==> src/rtl/bit_serializer.sv <==
// Parallel-to-serial front end: 2-entry word FIFO feeding a shift register that emits
// one bit per clock, with a constant idle bit whenever no word is in flight.
module bit_serializer #(
    parameter int W         = 8,
    parameter bit MSB_FIRST = 1'b1,
    parameter bit IDLE_BIT  = 1'b1
) (
    input  logic         clk,
    input  logic         rst,
    input  logic [W-1:0] din,
    input  logic         din_valid,
    output logic         din_ready,
    output logic         sout,
    output logic         sbusy,
    output logic         word_done,
    output logic [1:0]   fifo_cnt,
    output logic [0:0]   dbg_state
);

    localparam int CW = $clog2(W) + 1;

    localparam logic [0:0] S_IDLE  = 1'b0;
    localparam logic [0:0] S_SHIFT = 1'b1;

    logic [W-1:0]  r_mem [2];
    logic          r_wr_ptr;
    logic          r_rd_ptr;
    logic [1:0]    r_cnt;

    logic [0:0]    r_state;
    logic [W-1:0]  r_shreg;
    logic [CW-1:0] r_bits_left;
    logic          r_sout;
    logic          r_sbusy;
    logic          r_word_done;

    logic          w_push;
    logic          w_slot_free;
    logic          w_load;
    logic [W-1:0]  w_head;

    // Handshake: a word transfers on a rising edge where din_valid and din_ready are both high;
    // while din_ready is low the source must hold din/din_valid unchanged.
    assign din_ready   = (r_cnt != 2'd2) & ~rst;
    assign w_push      = din_valid & din_ready;
    assign w_slot_free = (r_state == S_IDLE) | (r_bits_left == '0);
    assign w_load      = w_slot_free & (r_cnt != 2'd0);
    assign w_head      = r_mem[r_rd_ptr];

    always_ff @(posedge clk) begin
        if (rst) begin
            r_wr_ptr <= 1'b0;
            r_rd_ptr <= 1'b0;
            r_cnt    <= 2'd0;
        end else begin
            if (w_push) begin
                r_mem[r_wr_ptr] <= din;
                r_wr_ptr        <= ~r_wr_ptr;
            end
            if (w_load) begin
                r_rd_ptr <= ~r_rd_ptr;
            end
            r_cnt <= r_cnt + {1'b0, w_push} - {1'b0, w_load};
        end
    end

    // r_shreg holds the bits not yet driven, aligned so the next one sits at the output end.
    always_ff @(posedge clk) begin
        if (rst) begin
            r_state     <= S_IDLE;
            r_shreg     <= '0;
            r_bits_left <= '0;
            r_sout      <= IDLE_BIT;
            r_sbusy     <= 1'b0;
            r_word_done <= 1'b0;
        end else if (w_load) begin
            r_state     <= S_SHIFT;
            r_sout      <= MSB_FIRST ? w_head[W-1] : w_head[0];
            r_shreg     <= MSB_FIRST ? (w_head << 1) : (w_head >> 1);
            r_bits_left <= CW'(W - 1);
            r_sbusy     <= 1'b1;
            r_word_done <= 1'b0;
        end else if (r_state == S_SHIFT && r_bits_left != '0) begin
            r_sout      <= MSB_FIRST ? r_shreg[W-1] : r_shreg[0];
            r_shreg     <= MSB_FIRST ? (r_shreg << 1) : (r_shreg >> 1);
            r_bits_left <= r_bits_left - CW'(1);
            r_sbusy     <= 1'b1;
            r_word_done <= (r_bits_left == CW'(1));
        end else if (r_state == S_SHIFT) begin
            r_state     <= S_IDLE;
            r_sout      <= IDLE_BIT;
            r_sbusy     <= 1'b0;
            r_word_done <= 1'b0;
        end
    end

    assign sout      = r_sout;
    assign sbusy     = r_sbusy;
    assign word_done = r_word_done;
    assign fifo_cnt  = r_cnt;
    assign dbg_state = r_state;

endmodule

==> config.mk <==
export PLATFORM = sky130hd
export DESIGN_NAME = bit_serializer
export DESIGN_NICKNAME = d
export VERILOG_FILES = /design/src/rtl/bit_serializer.sv
export SDC_FILE = /design/constraint.sdc
export NUM_CORES = 1
export LEC_CHECK = 0
export BUFFER_PORTS_ARGS = -buffer_cell sky130_fd_sc_hd__buf_2
export CAP_MARGIN = 30
export CELL_PAD_IN_SITES_DETAIL_PLACEMENT = 0
export CELL_PAD_IN_SITES_GLOBAL_PLACEMENT = 1
export CORE_ASPECT_RATIO = 1.1
export CORE_MARGIN = 2
export CORE_UTILIZATION = 32
export DETAILED_ROUTE_END_ITERATION = 6
export PLACE_DENSITY = 0.58
export SLEW_MARGIN = 5
export SYNTH_ARGS = -nofsm -noshare
export SYNTH_HDL_FRONTEND = slang
export SYNTH_SLANG_ARGS = --single-unit
==> constraint.sdc <==
create_clock -name clk -period 2.3 [get_ports clk]
set_clock_uncertainty 0.2 [all_clocks]
set_input_delay 0.46 -clock clk [delete_from_list [all_inputs] [get_ports clk]]
set_output_delay 0.46 -clock clk [all_outputs]
set_load 0.01 [all_outputs]
**Word level (Yosys, flattened, before mapping)**

Memory sizes are Yosys's and may differ from the RTL's. A register that Yosys moved wholly into a read port is not among the register bits.
Index checks and enable logic that the tools add are counted.

- Add/subtract/negate cells: 3
- Multipliers: 0
- Div/mod/pow operators: 0
- $lt $le $gt $ge: 0
- Eq/ne operators: 3
- Shift-type cells: 0
- Mux-type cells: 18
- Bitwise operators: 8
- Reduce and logical (&&, ||, !) cells: 8

Operator list:

| kind | number |
|---|---|
| $mux 8 | 2 |
| $mux 1 | 14 |
| $mux 3 | 2 |
| $reduce_bool 2->1 | 3 |
| $eq 4x1->1 const B | 1 |
| $logic_not 4->1 | 1 |
| $ne 2x2->1 const B | 2 |
| $not 1->1 | 4 |
| $reduce_bool 4->1 | 1 |
| $sub 4x1->4 const B | 1 |
| $and 1x1->1 | 3 |
| $reduce_bool 3->1 | 1 |
| $add 2x1->2 | 1 |
| $reduce_or 2->1 | 1 |
| $sub 2x1->2 | 1 |
| $logic_and 1x1->1 | 1 |
| $or 1x1->1 | 1 |

- Bits in registers: 19
- Bits in latches: 0
- Memory bits (writable): 16
- Bits in read-only memories: 0
- Bits of input ports: 11
- Output and inout bits: 7
- Word-level logic and storage cells: 51
- Memories: 1

Memory list:

| memory | words | width | rd ports | clocked after memory_dff | write ports | RTL line | text |
|---|---|---|---|---|---|---|---|
| r_mem | 2 | 8 | 1 | 1 | 1 | 25 | `logic [W-1:0] r_mem [2];` |

**Logic depth before layout (Yosys ltp)**

Gate-level depths: netlist of run 1.

- Word-level depth: 6
- Mapped depth: 10
- Mapped depth without buffers: 10

**Worst setup path before layout of run 1**

Ideal clock, no wire load.

- Path kind: register to register
- From: register r_bits_left[0]
- To: register r_cnt[1] (netlist: fifo_cnt[1])
- Library setup time: 133 ps
- Data arrival time: 1975 ps
- Required time: 1967 ps
- Slack: -8 ps
- Stages on the path, launching flop included: 11
- Buffers on the path: 0
- Period minus slack after synthesis: 2308 ps
- Cell sequence: dfxtp_1 inv_1 ha_1 or3b_4 a21oi_1 ha_1 inv_1 ha_1 xor2_1 and2_1 nor3_1

- Cells in the longest elaborated chain, start to end: 4

Ends and longest elaborated chain:

| what | RTL line | text |
|---|---|---|
| start: declaration | 32 | `logic [CW-1:0] r_bits_left;` |
| start signal: assignment | 80 | `r_bits_left <= CW'(W - 1);` |
| start signal: assignment | 86 | `r_bits_left <= r_bits_left - CW'(1);` |
| $logic_not 4->1 | 46 | `assign w_slot_free = (r_state == S_IDLE) \| (r_bits_left == '0);` |
| $or 1x1->1 | 46 |  |
| $and 1x1->1 | 47 | `assign w_load = w_slot_free & (r_cnt != 2'd0);` |
| named net w_load | 39 | `logic w_load;` |
| $sub 2x1->2 | 63 | `r_cnt <= r_cnt + {1'b0, w_push} - {1'b0, w_load};` |
| end signal: assignment | 63 |  |
| end: declaration | 28 | `logic [1:0] r_cnt;` |

The timed path passes the listed nets, and every way through them passes these cells.
A chain may end at the register's enable or synchronous reset.

**Final worst setup path of run 1**

Ends and elaborated chain as after synthesis.

==> results of run 1 <==
[synth_stat cells, types with 2 or more instances]
| cell | n | area [um^2] |
|---|---|---|
| sky130_fd_sc_hd__a21oi_1 | 14 | 70.1 |
| sky130_fd_sc_hd__or4_1 | 2 | 15.0 |
| sky130_fd_sc_hd__edfxtp_1 | 16 | 480 |
| sky130_fd_sc_hd__dfxtp_1 | 20 | 400 |
| sky130_fd_sc_hd__nor2_1 | 6 | 22.5 |
| sky130_fd_sc_hd__clkbuf_1 | 7 | 26.3 |
| sky130_fd_sc_hd__buf_2 | 2 | 10.0 |
| sky130_fd_sc_hd__mux2_2 | 3 | 33.8 |
| sky130_fd_sc_hd__nand2_1 | 2 | 7.51 |
| sky130_fd_sc_hd__nand3_1 | 8 | 40.0 |
| sky130_fd_sc_hd__nor3_1 | 8 | 40.0 |
| sky130_fd_sc_hd__ha_1 | 4 | 50.1 |
| sky130_fd_sc_hd__a221o_1 | 6 | 60.1 |
| sky130_fd_sc_hd__mux2i_1 | 7 | 70.1 |
| sky130_fd_sc_hd__and2_1 | 2 | 12.5 |
| sky130_fd_sc_hd__nor2b_1 | 3 | 18.8 |
| sky130_fd_sc_hd__inv_1 | 7 | 26.3 |
[cell type report]
class / instances / area [um^2] / area share, %
Clock inverter: 2 / 12.5 / 0.670
Timing Repair Buffer: 29 / 175 / 9.38
Clock buffer: 6 / 72.6 / 3.88
Tap cell: 56 / 70.1 / 3.75
Inverter: 7 / 26.3 / 1.41
Sequential cell: 36 / 883 / 47.3
Multi-Input combinational cell: 84 / 628 / 33.6
[worst max-delay path by stage]
stage | startpoint | endpoint | slack (ns) | depth (start not counted)
final | r_bits_left[0] | fifo_cnt[1] | 0.12 | 10
after floorplan | r_bits_left[0] | fifo_cnt[1] | 0.06 | 10
after CTS | r_bits_left[0] | fifo_cnt[1] | 0.02 | 10
after detailed placement | r_bits_left[1] | fifo_cnt[1] | -0.06 | 10
after global placement | r_bits_left[1] | fifo_cnt[1] | 0.09 | 10
after global routing | r_bits_left[1] | fifo_cnt[1] | 0.002 | 10
[worst max-delay path: stages (launching register included)]
cell                      delay [ns]
sky130_fd_sc_hd__dfxtp_2        0.33
sky130_fd_sc_hd__inv_2          0.07
sky130_fd_sc_hd__ha_4           0.15
sky130_fd_sc_hd__or3b_4         0.39
sky130_fd_sc_hd__a21oi_4        0.14
sky130_fd_sc_hd__ha_1           0.24
sky130_fd_sc_hd__inv_1          0.06
sky130_fd_sc_hd__ha_2           0.18
sky130_fd_sc_hd__xor2_2         0.15
sky130_fd_sc_hd__and2_1         0.14
sky130_fd_sc_hd__nor3_1         0.04
[power groups by stage]
stage	logic, mW	clock network [mW]	registers [mW]
after floorplan	0.794	0	0.948
after global placement	1.02	0	0.937
after detailed placement	1.05	0	0.944
after CTS	1.08	0.449	0.933
after global routing	1.26	0.482	0.954
final	1.13	0.427	0.938
[sequential cells by signal (all words and copies together), names as in the netlist, named ones only]
name and count:
sout 1, sbusy 1, r_mem 16, fifo_cnt 2, r_bits_left 4, r_rd_ptr 1, r_shreg 7, r_wr_ptr 1
word_done 1, dbg_state 1
[through the flow]
step	total power [mW]	TNS (ns)	worst slack, ns	cell area [um^2]	instances
after detailed placement	1.99	-0.0610	-0.0610	1740	210
final	2.49	0	0.118	1870	220
after global placement	1.96	0	0.0888	1740	210
after CTS	2.46	0	0.0224	1830	218
after floorplan	1.74	0	0.0642	1570	138
after global routing	2.69	0	0.00233	1870	220
[cells by family after synthesis]
kind of cell    synth area share [%]
flops                           56.4
mux                             6.65
xor+xnor                        1.12
buf+inv                         5.60
compound gates                  13.9
fa+ha+maj                       3.20
simple gates                    13.2
[layer usage]
metal  wire length [um]  track usage, %  up-vias
met2               1540            20.5       20
li1                   -               -      560
met1               1380            14.5      544
met5                  0               0        -
met3                114            3.94        5
met4                 37            4.53        0
[what timing repair did]
action                                  CTS  global route
gates resized for setup                   3             6
endpoints found under the setup margin    1             1
buffers inserted                          0             2
pin swaps                                 1             3
==> impl_metrics.json, run 1 <==
{
  "result_of_the_run": "completed",
  "design.final.nets": 178,
  "report.final.setup_viol": 0,
  "layout-drive-gt1-share_pct": 31.1,
  "max-cap-violations": 0,
  "cp.arrival_ns": 2.16,
  "synth-seq-area-share_pct": 56.4,
  "worst_hold_path.endpoint": "r_mem[0][3]",
  "start_util_pct": 33.4,
  "worstSetupPathType": "flip-flop to flip-flop",
  "yosys_most_used_dff": "sky130_fd_sc_hd__dfxtp_1",
  "syn-mean-instance-area_um2": 11.3,
  "die_area_um2": 5460,
  "timing_max_transition_violations_final": 0,
  "timing.slew.headroom_pct": 74.2,
  "cts_num_sinks": 36,
  "io-pin-count": 18,
  "postRouteAntennaNets": 0,
  "1st_iter_drt_viols": 67,
  "insertion_delay_ns": 0.28,
  "worst_reg_to_reg_cells": 10,
  "postLayoutCoreUtil_pct": 39.9,
  "critPathCaptureType": "flip-flop",
  "power.switching_fraction_pct": 36.4,
  "max_freq_ghz": 0.458,
  "clock_path_buffers": 2,
  "synth.cell_area_um2": 1560,
  "total_via_count_in_the_routed_design": 1129,
  "worst_setup_hold_path_clk_slew_ns": 0.07,
  "die_x_um": 70.6,
  "synth_edf_count": 16,
  "postCtsHoldBufs": 0,
  "synth_seq_cells": 36,
  "timing.hold.ws_ns": 0.162,
  "tightestPinTransition_ns": 0.387,
  "grt_setup_unrepaired": "false",
  "r2r_start": "r_bits_left[0]",
  "detail_route.first_pass.iterations": 4,
  "synth_nets": 153,
  "p_int_mw": 1.59,
  "cellLeakagePower_nw": 0.712,
  "worstPathRequired_ns": 2.28,
  "filler_cell_count": 466,
  "grt_max_degree": 28,
  "worstPathMaxFanout": 3,
  "aggregate_global_route_resource_usage_pct": 12.2,
  "pwr-share-clk_pct": 17.2,
  "cts_tree": "done",
  "gpl.final_weighted_congestion": 0.691,
  "yosysWarningCount": 0,
  "wire_length_per_cell_um": 14.0,
  "crit-reg2reg-capture": "fifo_cnt[1]",
  "startpoint_types": "flip-flop",
  "first_global_vias": 1103,
  "postRouteWirelength_um": 3070,
  "worstHoldStart": "din[3]",
  "powerDensity_nw_per_um2": 1330,
  "tritoncts_buffers": 5,
  "antenna-diode-count": 0,
  "instance_count_of_the_mapped_netlist": 138,
  "power_frac_seq_pct": 37.7,
  "layout_common_cells": "sky130_fd_sc_hd__dfxtp_1 (18), sky130_fd_sc_hd__buf_2 (17), sky130_fd_sc_hd__edfxtp_1 (16)",
  "hold_viol": 0,
  "routed_via_density": 5.13,
  "grt_pass1_wl_um": 5110,
  "number_of_distinct_library_cell_variants_in_the_gate_level_netlist_after_synthesis": 38,
  "portBuffers": 17,
  "net-switching-power_mw": 0.906,
  "setup.reg_to_reg.worst_slack_ns": 0.12,
  "min_period_over_period_pct": 94.9,
  "min_delay_path_depth": 1,
  "overflow": 0,
  "comb_power_share_pct": 45.2,
  "finalWorstPathRequiredPeriod_ns": 2.18,
  "root_buffer": "sky130_fd_sc_hd__clkbuf_8",
  "core_area_um2": 4680,
  "post_synthesis_to_final_layout_area_growth_pct": 19.5,
  "rows": 26,
  "ir_drop_mv": 0.465,
  "async_flop_share_pct": 0,
  "hold_class": "input pin to flip-flop",
  "place_hpwl_um": 2100,
  "grt_antenna_before_repair": 0,
  "route.detailed.drc": 0,
  "most_frequent_standard_cell_in_the_layout_excluding_fill_and_tap_cells": "sky130_fd_sc_hd__dfxtp_1",
  "fp.dieH_um": 77.3,
  "htree_num_levels": 2
}
(Power assumes the default switching activity.)
==> inputs of run 2 (changes only) <==
--- a/config.mk
+++ b/config.mk
@@ -14,6 +14,7 @@
 export CORE_UTILIZATION = 32
 export DETAILED_ROUTE_END_ITERATION = 6
 export PLACE_DENSITY = 0.58
+export REMOVE_ABC_BUFFERS = 1
 export SLEW_MARGIN = 5
 export SYNTH_ARGS = -nofsm -noshare
 export SYNTH_HDL_FRONTEND = slang
==> run 2 against run 1 <==
Against the previous run: core utilization is 0.69 points lower; count of clock-buffer cells in the layout up 1; clock power shrank 4%; cell count shrank 0.91%; non-clock buffer count decreased by 2; worst hold slack improved by 0.0061 ns; sequential share of layout area is 0.70 points higher; fmax down 1.2%; critical path depth unchanged; global-route usage decreased by 1.1 points.
==> impl_metrics.json, run 2 (synthesized netlist as in run 1, its figures left out) <==
{
  "worstPathRequired_ns": 2.27,
  "most_frequent_standard_cell_in_the_layout_excluding_fill_and_tap_cells": "sky130_fd_sc_hd__dfxtp_1",
  "die_area_um2": 5460,
  "critPathCaptureType": "flip-flop",
  "hold_viol": 0,
  "postRouteAntennaNets": 0,
  "max_freq_ghz": 0.453,
  "finalWorstPathRequiredPeriod_ns": 2.21,
  "worstSetupPathType": "flip-flop to flip-flop",
  "postRouteWirelength_um": 2880,
  "pwr-share-clk_pct": 16.9,
  "post_synthesis_to_final_layout_area_growth_pct": 17.5,
  "io-pin-count": 18,
  "gpl.final_weighted_congestion": 0.722,
  "die_x_um": 70.6,
  "1st_iter_drt_viols": 43,
  "core_area_um2": 4680,
  "detail_route.first_pass.iterations": 4,
  "fp.dieH_um": 77.3,
  "power_frac_seq_pct": 38.6,
  "grt_pass1_wl_um": 4730,
  "portBuffers": 17,
  "tightestPinTransition_ns": 0.445,
  "report.power.total_mw": 2.43,
  "first_global_vias": 1025,
  "top_regs": "r_mem (16), r_shreg (7), r_bits_left (4)",
  "place_hpwl_um": 1920,
  "aggregate_global_route_resource_usage_pct": 11.1,
  "highest_cell_delay_on_the_worst_timing_path_ns": 0.39,
  "setup-tns-final_ns": 0,
  "cts_num_sinks": 36,
  "grt_antenna_before_repair": 0,
  "grt_setup_unrepaired": "false",
  "filler_cell_count": 480,
  "dp_cell_count": 209,
  "net-switching-power_mw": 0.870,
  "start_util_pct": 33.4,
  "timing.hold.ws_ns": 0.169,
  "insertion_delay_ns": 0.28,
  "max-cap-violations": 0,
  "p_int_mw": 1.56,
  "hold_class": "input pin to flip-flop",
  "rows": 26,
  "worst_setup_hold_path_clk_slew_ns": 0.07,
  "result_of_the_run": "completed",
  "report.final.setup_viol": 0,
  "root_buffer": "sky130_fd_sc_hd__clkbuf_8",
  "postCtsHoldBufs": 0,
  "powerDensity_nw_per_um2": 1320,
  "wire_length_per_cell_um": 13.2,
  "place_area_um2": 1720,
  "worst_path_max_delay_cell": "sky130_fd_sc_hd__or3b_4",
  "max_ffs_per_register": 16,
  "final_cells": 218,
  "cp.arrival_ns": 2.17,
  "timing.slew.headroom_pct": 70.2,
  "routed_via_density": 5.19,
  "design.final.nets": 176,
  "ir_drop_mv": 0.488,
  "postLayoutCoreUtil_pct": 39.2,
  "power.switching_fraction_pct": 35.8,
  "layout_setup_ws_ns": 0.0914,
  "cellLeakagePower_nw": 0.704,
  "comb_power_share_pct": 44.5,
  "clock_path_buffers": 2,
  "layout_common_cells": "sky130_fd_sc_hd__dfxtp_1 (20), sky130_fd_sc_hd__buf_2 (17), sky130_fd_sc_hd__edfxtp_1 (16)",
  "crit_chain": "inv_1, ha_4, or3b_4, a21oi_4, ha_1, inv_1, ha_1, xor2_1, and2_1, nor3_1",
  "layout-drive-gt1-share_pct": 25.9,
  "min_period_over_period_pct": 96.0,
  "total_via_count_in_the_routed_design": 1131,
  "worstPathMaxFanout": 3,
  "stdcell_area_um2": 1840,
  "overflow": 0,
  "cts_tree": "done",
  "area.sequential_um2": 881,
  "multi_input_area_um2": 618,
  "tritoncts_buffers": 5,
  "grt_max_degree": 28,
  "registers.top_by_ff_count": "r_mem",
  "timing_max_transition_violations_final": 0,
  "htree_num_levels": 2,
  "place_worst_setup_slack_ns": -0.0378,
  "antenna-diode-count": 0,
  "route.detailed.drc": 0,
  "startpoint_types": "flip-flop"
}
-- run 2: cell type report --
class	instances	share of cell area, %
clock buffer	7	4.16
clock inverter	1	0.204
inverter	7	1.43
multi-input combinational	84	33.7
sequential	36	48.0
tap	56	3.82
timing repair buffer	27	8.73
-- run 2: metal layers --
layer | share of wire [%] | routed length, um | vias up | GRT usage (%)
met5 | 0 | 0 | - | 0
met4 | 1.2 | 34 | 0 | 4.53
met2 | 46 | 1340 | 31 | 17.3
met1 | 47 | 1350 | 542 | 14.0
li1 | - | - | 553 | -
met3 | 5.4 | 156 | 5 | 4.07
-- run 2: worst paths after layout --
kind | start | endpoint | slack, ns | depth (start not counted)
min reg2reg | word_done | word_done | 0.25 | 2
max reg2reg | r_bits_left[0] | fifo_cnt[1] | 0.09 | 10
max | r_bits_left[0] | fifo_cnt[1] | 0.09 | 10
min | din[5] | r_mem[0][5] | 0.17 | 1
-- run 2: repair_timing --
item / CTS / global route
pin swaps: 0 / 4
setup buffers: 0 / 1
resized for setup: 1 / 4
endpoints found under the setup margin: 1 / 1
-- run 2: power groups by stage --
stage | registers [mW] | clock network (mW) | logic [mW]
floorplan | 1.02 | 0 | 0.612
global placement | 0.938 | 0 | 1.01
CTS | 0.933 | 0.436 | 1.04
global route | 0.957 | 0.462 | 1.19
finish | 0.938 | 0.411 | 1.08
detailed placement | 0.942 | 0 | 1.03
-- run 2: worst max-delay path, delay by kind of cell (launching register included) --
family / cells / cell delay (ns)
xor+xnor: 1 / 0.18
flops: 1 / 0.31
fa+ha+maj: 3 / 0.54
buf+inv: 2 / 0.15
compound gates: 1 / 0.14
simple gates: 3 / 0.59
